===== config.mk =====
export PLATFORM = sky130hd
export DESIGN_NAME = sha256_round_ctrl
export DESIGN_NICKNAME = d
export VERILOG_FILES = /design/src/rtl/sha256_round_ctrl.sv
export SDC_FILE = /design/constraint.sdc
export NUM_CORES = 1
export LEC_CHECK = 0
export CORE_MARGIN = 3
export CORE_UTILIZATION = 35
export DETAILED_ROUTE_END_ITERATION = 10
export DONT_BUFFER_PORTS = 1
export PLACE_DENSITY_LB_ADDON = 0.15
export SLEW_MARGIN = 30
export SYNTH_ARGS = -nofsm -noshare
export SYNTH_HDL_FRONTEND = slang
export SYNTH_SLANG_ARGS = --single-unit

===== constraint.sdc =====
create_clock -name clk -period 2.6 [get_ports clk]
set_input_delay 0.26 -clock clk [delete_from_list [all_inputs] [get_ports clk]]
set_output_delay 0.26 -clock clk [all_outputs]
set_load 0.05 [all_outputs]

===== src/rtl/sha256_round_ctrl.sv =====
`default_nettype none
// ============================================================================
//  Module      : sha256_round_ctrl
//  Description : Phase sequencer for a SHA-256 compression datapath. Accepts
//                16 streamed message words, then runs schedule expansion,
//                working-register init, 64 rounds and the H update, with a
//                start/busy/done handshake toward the host.
//  Revision    : 1.0  initial release
// ============================================================================
module sha256_round_ctrl (
    input  logic       clk,
    input  logic       rst_n,
    input  logic       start,
    input  logic       first,
    input  logic       msg_valid,
    output logic       msg_ready,
    output logic       w_we,
    output logic [5:0] w_addr,
    output logic       exp_en,
    output logic [5:0] exp_idx,
    output logic       init_en,
    output logic       h_iv_sel,
    output logic       rnd_en,
    output logic [5:0] rnd_idx,
    output logic       final_en,
    output logic       busy,
    output logic       done,
    output logic [2:0] state
);

    // Encoding is visible on the debug port, so values are pinned.
    typedef enum logic [2:0] {
        ST_IDLE   = 3'd0,
        ST_LOAD   = 3'd1,
        ST_EXPAND = 3'd2,
        ST_INIT   = 3'd3,
        ST_ROUND  = 3'd4,
        ST_FINAL  = 3'd5,
        ST_DONE   = 3'd6,
        ST_UNUSED = 3'd7
    } state_t;

    // Terminal counter values; the shared counter never wraps inside a phase.
    localparam logic [5:0] C_CNT_ZERO   = 6'd0;
    localparam logic [5:0] C_LOAD_LAST  = 6'd15;
    localparam logic [5:0] C_EXP_FIRST  = 6'd16;
    localparam logic [5:0] C_PHASE_LAST = 6'd63;

    state_t     r_state;
    state_t     w_next_state;
    logic [5:0] r_cnt;
    logic [5:0] w_next_cnt;
    logic       r_iv_sel;
    logic       w_next_iv_sel;
    logic       w_load_accept;

    // A word is taken whenever the datapath offers one while we are loading.
    assign w_load_accept = (r_state == ST_LOAD) && msg_valid;

    // State, shared counter and latched FIRST; reset abandons any phase.
    always_ff @(posedge clk or negedge rst_n) begin
        if (!rst_n) begin
            r_state  <= ST_IDLE;
            r_cnt    <= C_CNT_ZERO;
            r_iv_sel <= 1'b0;
        end else begin
            r_state  <= w_next_state;
            r_cnt    <= w_next_cnt;
            r_iv_sel <= w_next_iv_sel;
        end
    end

    // Next-state and counter sequencing through the fixed phase order.
    always_comb begin
        w_next_state  = r_state;
        w_next_cnt    = r_cnt;
        w_next_iv_sel = r_iv_sel;
        case (r_state)
            ST_IDLE: begin
                if (start) begin
                    w_next_iv_sel = first;
                    w_next_cnt    = C_CNT_ZERO;
                    w_next_state  = ST_LOAD;
                end
            end
            ST_LOAD: begin
                // Stall cycles (no valid word) hold the counter.
                if (w_load_accept) begin
                    if (r_cnt == C_LOAD_LAST) begin
                        w_next_cnt   = C_EXP_FIRST;
                        w_next_state = ST_EXPAND;
                    end else begin
                        w_next_cnt = r_cnt + 6'd1;
                    end
                end
            end
            ST_EXPAND: begin
                if (r_cnt == C_PHASE_LAST) begin
                    w_next_cnt   = C_CNT_ZERO;
                    w_next_state = ST_INIT;
                end else begin
                    w_next_cnt = r_cnt + 6'd1;
                end
            end
            ST_INIT: begin
                // Counter already 0 on entry, ready to serve as round index.
                w_next_cnt   = C_CNT_ZERO;
                w_next_state = ST_ROUND;
            end
            ST_ROUND: begin
                if (r_cnt == C_PHASE_LAST) begin
                    w_next_cnt   = C_CNT_ZERO;
                    w_next_state = ST_FINAL;
                end else begin
                    w_next_cnt = r_cnt + 6'd1;
                end
            end
            ST_FINAL: begin
                w_next_state = ST_DONE;
            end
            ST_DONE: begin
                // START is deliberately not looked at here.
                w_next_state = ST_IDLE;
            end
            default: begin
                // Unreachable encoding recovers to IDLE.
                w_next_cnt   = C_CNT_ZERO;
                w_next_state = ST_IDLE;
            end
        endcase
    end

    // Moore output decode; only the LOAD write strobe follows msg_valid.
    always_comb begin
        msg_ready = 1'b0;
        w_we      = 1'b0;
        w_addr    = 6'd0;
        exp_en    = 1'b0;
        exp_idx   = 6'd0;
        init_en   = 1'b0;
        rnd_en    = 1'b0;
        rnd_idx   = 6'd0;
        final_en  = 1'b0;
        busy      = 1'b0;
        done      = 1'b0;
        case (r_state)
            ST_LOAD: begin
                msg_ready = 1'b1;
                busy      = 1'b1;
                if (w_load_accept) begin
                    w_we   = 1'b1;
                    w_addr = r_cnt;
                end
            end
            ST_EXPAND: begin
                busy    = 1'b1;
                exp_en  = 1'b1;
                exp_idx = r_cnt;
                w_we    = 1'b1;
                w_addr  = r_cnt;
            end
            ST_INIT: begin
                busy    = 1'b1;
                init_en = 1'b1;
            end
            ST_ROUND: begin
                busy    = 1'b1;
                rnd_en  = 1'b1;
                rnd_idx = r_cnt;
            end
            ST_FINAL: begin
                busy     = 1'b1;
                final_en = 1'b1;
            end
            ST_DONE: begin
                done = 1'b1;
            end
            default: begin
                busy = 1'b0;
            end
        endcase
    end

    assign h_iv_sel = r_iv_sel;
    assign state    = r_state;

endmodule
`default_nettype wire


Word-level counts from Yosys, hierarchy flattened
Index checks and enable logic that the tools add are counted.
- register bits: 10
- latch bits: 0
- bits in writable memories: 0
- memory bits (read-only): 0
- input bits: 5
- word-level logic and storage cells: 50
- memories kept: 0
- add/sub/neg operators: 1
- multipliers: 0
- divide/modulo/power cells: 0
- order comparisons: 0
- eq/ne operators: 13
- shifts and indexed selects: 0
- mux-type cells: 24
- bitwise gates (word level): 1
- reductions and logical operators: 8
- operators by type and width (cell ; number):
    $mux W6 ; 7
    $pmux W6 S4 ; 1
    $pmux W3 S6 ; 1
    $mux W3 ; 5
    $pmux W6 S2 ; 1
    $eq A3 B3 Y1 const B ; 3
    $mux W1 ; 8
    $ne A2 B2 Y1 const B ; 4
    $add A6 B1 Y6 const B ; 1
    $eq A3 B2 Y1 const B ; 2
    $eq A6 B4 Y1 const B ; 1
    $eq A6 B6 Y1 const B ; 1
    $reduce_and A5 Y1 ; 1
    $reduce_or A5 Y1 ; 1
    $reduce_or A2 Y1 ; 2
    $eq A3 B1 Y1 const B ; 1
    $logic_not A3 Y1 ; 1
    $reduce_and A3 Y1 ; 1
    $ne A2 B1 Y1 const B ; 1
    $pmux W1 S2 ; 1
    $reduce_and A2 Y1 ; 1
    $logic_and A1 B1 Y1 ; 1
    $not A1 Y1 ; 1

Logic depth before layout (Yosys ltp)
Gate-level depths: netlist (run 1).
- word-level depth: 4
- mapped depth: 6

Worst setup path after synthesis (run 1)
OpenSTA, ideal clock, no wires.
- path kind: register -> output
- start point: reg r_state[1], in the netlist state[1]
- end point: out w_addr[0]
- arrival time: 3.277 ns
- data required time: 2.340 ns
- setup slack: -0.937 ns
- cell stages (with the launch flop): 5
- path buffers: 0
- cell sequence: dfrtp_1 > inv_2 > nor3_1 > a21oi_1 > nor2b_1
- longest elaborated chain between the ends: 4
- ends and longest elaborated chain (element ; RTL line ; text):
    from (decl) ; 49 ; state_t r_state;
    from (signal assigned) ; 67 ; r_state <= w_next_state;
    $eq A3 B1 Y1 ; 58, 146 ;
    $logic_and A1 B1 Y1 ; 58 ; assign w_load_accept = (r_state == ST_LOAD) && msg_valid;
    $mux W6 ; 150 ; if (w_load_accept) begin
    $pmux W6 S2 (*) ; 146 ; case (r_state)
    to (decl) ; 18 ; output logic [5:0] w_addr,
Mark *: on every way between the ends. The rest lies on a longest branch, timed or not.

Worst setup path after layout (run 1)
- start point: reg r_state[1], in the netlist state[1]
- end point: out w_addr[2]
Same word-level chain as after synthesis.

==> results.py, run 1 <==
metrics = {
    "run_status": {
        "outcome": "finished clean",
    },
    "worst_setup_path": {
        "critical_path_required_ps": 2340,
        "crit_buf_inv": 2,
        "slowest_delay_ps": 620,
        "cp_top_family": "compound AO/OA/AOI/OAI gates",
        "critPathSlowestCell": "a21oi_1",
        "critPathLaunchType": "register",
        "crit_chain": "or3b_1 > inv_1 > a21oi_1 > nor2b_2 > buf_12",
        "cp_max_fo": 9,
        "worstPathArrival_ps": 1970,
        "end_kind": "output pin",
        "criticalPathCategory": "reg -> out",
    },
    "clock_tree": {
        "cts_buffer_depth": 2,
        "cts_tree": "built",
        "numCtsBuffers": 3,
        "clock_latency_ps": 260,
        "clkTransAtPathRegs_ps": 60,
        "clkSinkCount": 10,
        "root_buffer": "clkbuf_4",
        "htreeDepth": 1,
    },
    "die": {
        "die_height_um": 53.8,
        "start_util_pct": 38.8,
        "core_area_um2": 2060,
        "die_area_um2": 2900,
        "num_rows": 16,
        "fp.dieW_um": 53.8,
        "pin_count": 35,
    },
    "route": {
        "drtAntennaViolNets": 0,
        "dr.first_iter.drc_count": 15,
        "wl_per_cell_um": 14.6,
        "drcViolationCount": 0,
        "firstDrtPassIters": 5,
        "vias": 795,
        "viasPerCell": 5.34,
        "wirelength_mm": 2.17,
    },
    "cells_and_area": {
        "final_area_um2": 1250,
        "layout_common_cells": "buf_4 (16), buf_12 (12), dfrtp_1 (10)",
        "fin_util_pct": 60.6,
        "syn2layout_area_growth_pct": 55.9,
        "fin_nets": 129,
        "regArea_um2": 250,
        "antenna_cells": 0,
        "fillers": 181,
        "drive_gt1_share_pct": 41.8,
        "final_common_cell": "buf_4",
        "multi_input_area_um2": 536,
    },
    "worst_hold_path": {
        "hold_class": "in -> reg",
    },
    "synthesis": {
        "async_reset_ff_share_pct": 100,
        "synth_edf_count": 0,
        "synthFlopType": "dfrtp_1",
        "syn_area_um2": 801,
        "synth_area_per_cell_um2": 8.43,
        "ys_seq_area_share_pct": 31.3,
        "ys_types": 39,
        "yosysTopAreaCellShare_pct": 31.3,
        "yosys_warnings": 0,
        "synthTopCellsByArea": "dfrtp_1 (31%), and2_1 (5.5%), a21oi_1 (4.4%)",
        "ys_seq_elements": 10,
        "synthCells": 95,
        "syn_nets": 101,
        "yosys.area.top_type": "dfrtp_1",
    },
    "placement": {
        "post-place-ws_ps": 580,
        "port_buffers": 0,
        "place.gp.congestion": 0.839,
        "place_hpwl_mm": 1.75,
        "place_area_um2": 1200,
    },
    "sta": {
        "fin_crit_ps": 2230,
        "hold_viol_final": 0,
        "maxSlewHeadroom_pct": 45.9,
        "setup_violations": 0,
        "post-route-period-util_pct": 86.0,
        "worstMarginPinSlew_ps": 812,
        "layout_setup_ws_ps": 365,
        "rsz0062_at_grt": "no",
        "skew_ps": 2.51,
        "max_freq_mhz": 447,
        "slew_violations": 0,
    },
    "global_routing": {
        "antenna_found_initial": 0,
        "grt_first_pass_wirelength_mm": 3.42,
        "grt_pass1_vias": 748,
        "grt_start_max_net_pins": 21,
        "grt_overflow_total": 0,
        "grt_use_total_pct": 16.3,
    },
    "power_and_ir_drop": {
        "ir_drop_v": 0.000607,
        "p_leak_nw": 0.520,
        "total_power_mw": 1.36,
        "p_per_area_nw_per_um2": 1090,
    },
    "flow_run": {
        "max-cap-violations": 0,
    },
}
==> through the flow <==
stage	hold slack [ps]	TNS, ps	instances
2_1_floorplan	-35.6	-590	95
3_3_place_gp	-35.3	0	144
3_5_place_dp	-35.3	0	144
4_1_cts	143	0	149
5_1_grt	131	0	149
6_report	147	0	149
==> worst reg2reg max path, delay by kind of cell (launching register included) <==
| kind | cells | cell delay (ps) |
|---|---|---|
| AO/OA/AOI/OAI | 2 | 870 |
| buffers and inverters | 1 | 330 |
| flip-flops | 1 | 340 |
| multiplexers | 1 | 170 |
| AND/OR/NAND/NOR | 1 | 250 |
==> worst paths after layout <==
kind / from / to / slack (ps) / cells past startpoint
max: state[1] / w_addr[2] / 370 / 5
min: first / h_iv_sel / 150 / 1
max reg2reg: state[0] / r_cnt[0] / 560 / 5
min reg2reg: r_cnt[0] / r_cnt[0] / 570 / 1
max in group asynchronous: rst_n / state[2] / 1930 / 1
min in group asynchronous: rst_n / r_cnt[1] / 370 / 1
==> repair_timing <==
action / CTS / global route
setup endpoints to repair: 0 / 0
hold endpoints to repair: 10 / 0
buffers inserted: 0 / 0
hold buffers: 1 / 0
gates resized for setup: 0 / 0
==> power breakdown <==
| group | switching (mW) | internal [mW] | leakage, nW |
|---|---|---|---|
| Combinational | 0.646 | 0.293 | 0.367 |
| Sequential | 0.0755 | 0.202 | 0.131 |
| Clock | 0.0532 | 0.0850 | 0.0210 |
==> flip-flops by register name, summed over array words and instances, names as in the netlist <==
register	cells
h_iv_sel	1
state	3
r_cnt	6
==> synth_stat cells (2+ instances only) <==
| cell type | instances |
|---|---|
| dfrtp_1 | 10 |
| nand2_1 | 9 |
| a21oi_1 | 7 |
| and2_1 | 7 |
| nor2_1 | 7 |
| nor3_1 | 6 |
| inv_1 | 5 |
| nor4_1 | 5 |
| nor2b_1 | 3 |
| buf_6 | 2 |
| clkbuf_1 | 2 |
| nand2b_1 | 2 |
| o211ai_1 | 2 |
| o21ai_0 | 2 |
| o221ai_1 | 2 |
==> metal layers <==
layer,part of all wire [%],track usage [%],wire [um]
met2,44,25.0,947
met5,0,0,0
met3,9.8,2.49,212
met4,1.1,7.66,24
met1,45,22.1,989
==> final cells by class <==
cell class,instances,share of cell area (%)
well taps,27,2.71
flip-flops and latches,10,20.0
clock buffers,4,2.91
repair buffers,29,29.7
inverters,6,1.80
multi-input cells,73,42.9
==> cells by family (layout without fill, tap and decap cells) <==
logic type / count (synthesis) / after routing / share of synthesized area (%)
simple gates: 47 / 47 / 32.3
compound gates: 23 / 23 / 24.1
buf+inv: 12 / 39 / 8.12
flops: 10 / 10 / 31.3
mux: 2 / 2 / 2.66
fa+ha+maj: 1 / 1 / 1.56
Power figures use the tool's default switching activity.
==> inputs of run 2 (changes only) <==
--- a/config.mk
+++ b/config.mk
@@ -6,7 +6,7 @@
 export NUM_CORES = 1
 export LEC_CHECK = 0
 export CORE_MARGIN = 3
-export CORE_UTILIZATION = 35
+export CORE_UTILIZATION = 55
 export DETAILED_ROUTE_END_ITERATION = 10
 export DONT_BUFFER_PORTS = 1
 export PLACE_DENSITY_LB_ADDON = 0.15
==> run 2 against run 1 <==
Routed wire length is 23% higher. Utilization is 32 points higher. Register-to-register slack lost 90 ps. Fmax fell by 1.0%. Sequential power increased by 3%. Die area down 33%. Via count grew 12%. Setup slack worse by 24 ps. Clock power about the same. Power rose by 3.4%. Largest power group unchanged.
==> results.py, run 2 (synthesis gave the netlist of run 1 again) <==
metrics = {
    "cells_and_area": {
        "final_area_um2": 1230,
        "antenna_cells": 0,
        "fin_util_pct": 92.5,
        "largest_reg_flops": 6,
        "layout_common_cells": "buf_4 (16), buf_12 (12), dfrtp_1 (10)",
        "top_register": "r_cnt",
        "syn2layout_area_growth_pct": 54.1,
        "fin_nets": 129,
        "final_common_cell": "buf_4",
        "drive_gt1_share_pct": 41.8,
    },
    "route": {
        "drtAntennaViolNets": 0,
        "firstDrtPassIters": 4,
        "wl_per_cell_um": 19.5,
        "vias": 887,
        "wirelength_mm": 2.67,
        "dr.first_iter.drc_count": 32,
        "drcViolationCount": 0,
        "viasPerCell": 6.47,
    },
    "worst_setup_path": {
        "end_kind": "output pin",
        "criticalPathCategory": "reg -> out",
        "crit_buf_inv": 2,
        "critical_path_required_ps": 2340,
        "worstPathArrival_ps": 2000,
        "critPathSlowestCell": "a21oi_1",
        "crit_chain": "or3b_1 > inv_1 > a21oi_1 > nor2b_2 > buf_12",
        "slowest_delay_ps": 620,
        "cp_max_fo": 8,
        "critPathLaunchType": "register",
        "cp_top_family": "compound AO/OA/AOI/OAI gates",
    },
    "die": {
        "die_area_um2": 1950,
        "start_util_pct": 60.0,
        "core_area_um2": 1330,
        "num_rows": 13,
        "pin_count": 35,
        "die_height_um": 44.2,
        "fp.dieW_um": 44.2,
    },
    "sta": {
        "skew_ps": 1.35,
        "fin_crit_ps": 2260,
        "maxSlewHeadroom_pct": 44.0,
        "setup_violations": 0,
        "hold_viol_final": 0,
        "worstMarginPinSlew_ps": 841,
        "rsz0062_at_grt": "no",
        "holdWs_ps": 159,
        "layout_setup_ws_ps": 341,
        "post-route-period-util_pct": 86.9,
        "max_freq_mhz": 443,
        "slew_violations": 0,
    },
    "clock_tree": {
        "cts_setup_buffers": 0,
        "cts_buffer_depth": 2,
        "htreeDepth": 1,
        "clkTransAtPathRegs_ps": 60,
        "numCtsBuffers": 3,
        "clkSinkCount": 10,
        "clock_latency_ps": 270,
        "cts_tree": "built",
        "root_buffer": "clkbuf_4",
    },
    "global_routing": {
        "grt_overflow_total": 0,
        "grt_start_max_net_pins": 21,
        "grt_use_total_pct": 30.9,
        "grt_first_pass_wirelength_mm": 4.35,
        "grt_pass1_vias": 889,
        "antenna_found_initial": 0,
    },
    "run_status": {
        "outcome": "finished clean",
    },
    "worst_hold_path": {
        "hold_class": "in -> reg",
    },
    "power_and_ir_drop": {
        "p_comb_share_pct": 69.7,
        "p_clk_share_pct": 10.0,
        "p_switching_mw": 0.819,
        "swShare_pct": 58.4,
        "p_per_area_nw_per_um2": 1140,
        "ir_drop_v": 0.000836,
        "p_seq_share_pct": 20.3,
        "p_int_mw": 0.582,
        "p_leak_nw": 0.520,
    },
    "placement": {
        "place_hpwl_mm": 1.95,
        "port_buffers": 0,
        "place.gp.congestion": 0.922,
        "place_area_um2": 1190,
        "post-place-ws_ps": 602,
    },
    "flow_run": {
        "max-cap-violations": 0,
    },
}
==> run 2: repair_timing <==
item,CTS,global route
resized for setup,0,0
hold buffers,1,0
hold endpoints to repair,10,0
==> run 2: path summary, 6_finish.rpt <==
check | startpoint | end | slack, ps | depth (start not counted)
max | state[1] | w_addr[0] | 340 | 5
min | first | h_iv_sel | 160 | 1
max reg2reg | state[1] | r_cnt[1] | 470 | 5
min reg2reg | r_cnt[0] | r_cnt[0] | 590 | 1
max in group asynchronous | rst_n | r_cnt[3] | 1930 | 1
min in group asynchronous | rst_n | state[0] | 370 | 1
==> run 2: power groups by stage <==
| stage | sequential (mW) | clock [mW] | combinational [mW] |
|---|---|---|---|
| 6_report | 0.285 | 0.139 | 0.977 |
| 5_1_grt | 0.291 | 0.148 | 1.03 |
| 4_1_cts | 0.282 | 0.142 | 0.971 |
| 3_5_place_dp | 0.285 | 0 | 0.946 |
| 3_3_place_gp | 0.276 | 0 | 0.915 |
| 2_1_floorplan | 0.336 | 0 | 0.666 |
==> run 2: area by class of cell <==
cell class	instances	area, um2
sequential	10	250
fill	51	100
multi-input combinational	73	536
inverter	6	22.5
tap	15	18.8
timing repair buffer	29	370
clock buffer	4	36.3
==> run 2: worst reg2reg max path: cells and delay by family, from the launching register on <==
family,cells,cell delay [ps]
compound gates,2,960
buf+inv,1,290
flops,1,480
simple gates,2,300
==> run 2: per-layer routing <==
metal | routed length (um) | global-route usage (%)
met5 | 0 | 0
met1 | 1030 | 35.7
met2 | 1290 | 52.9
met3 | 250 | 6.10
met4 | 94 | 17.5
==> run 2: metrics by stage <==
| stage | total power, mW | TNS (ps) | cells |
|---|---|---|---|
| global placement | 1.19 | 0 | 132 |
| CTS | 1.39 | 0 | 137 |
| finish | 1.40 | 0 | 137 |
| global route | 1.47 | 0 | 137 |
| detailed placement | 1.23 | 0 | 132 |
| floorplan | 1.00 | -590 | 95 |
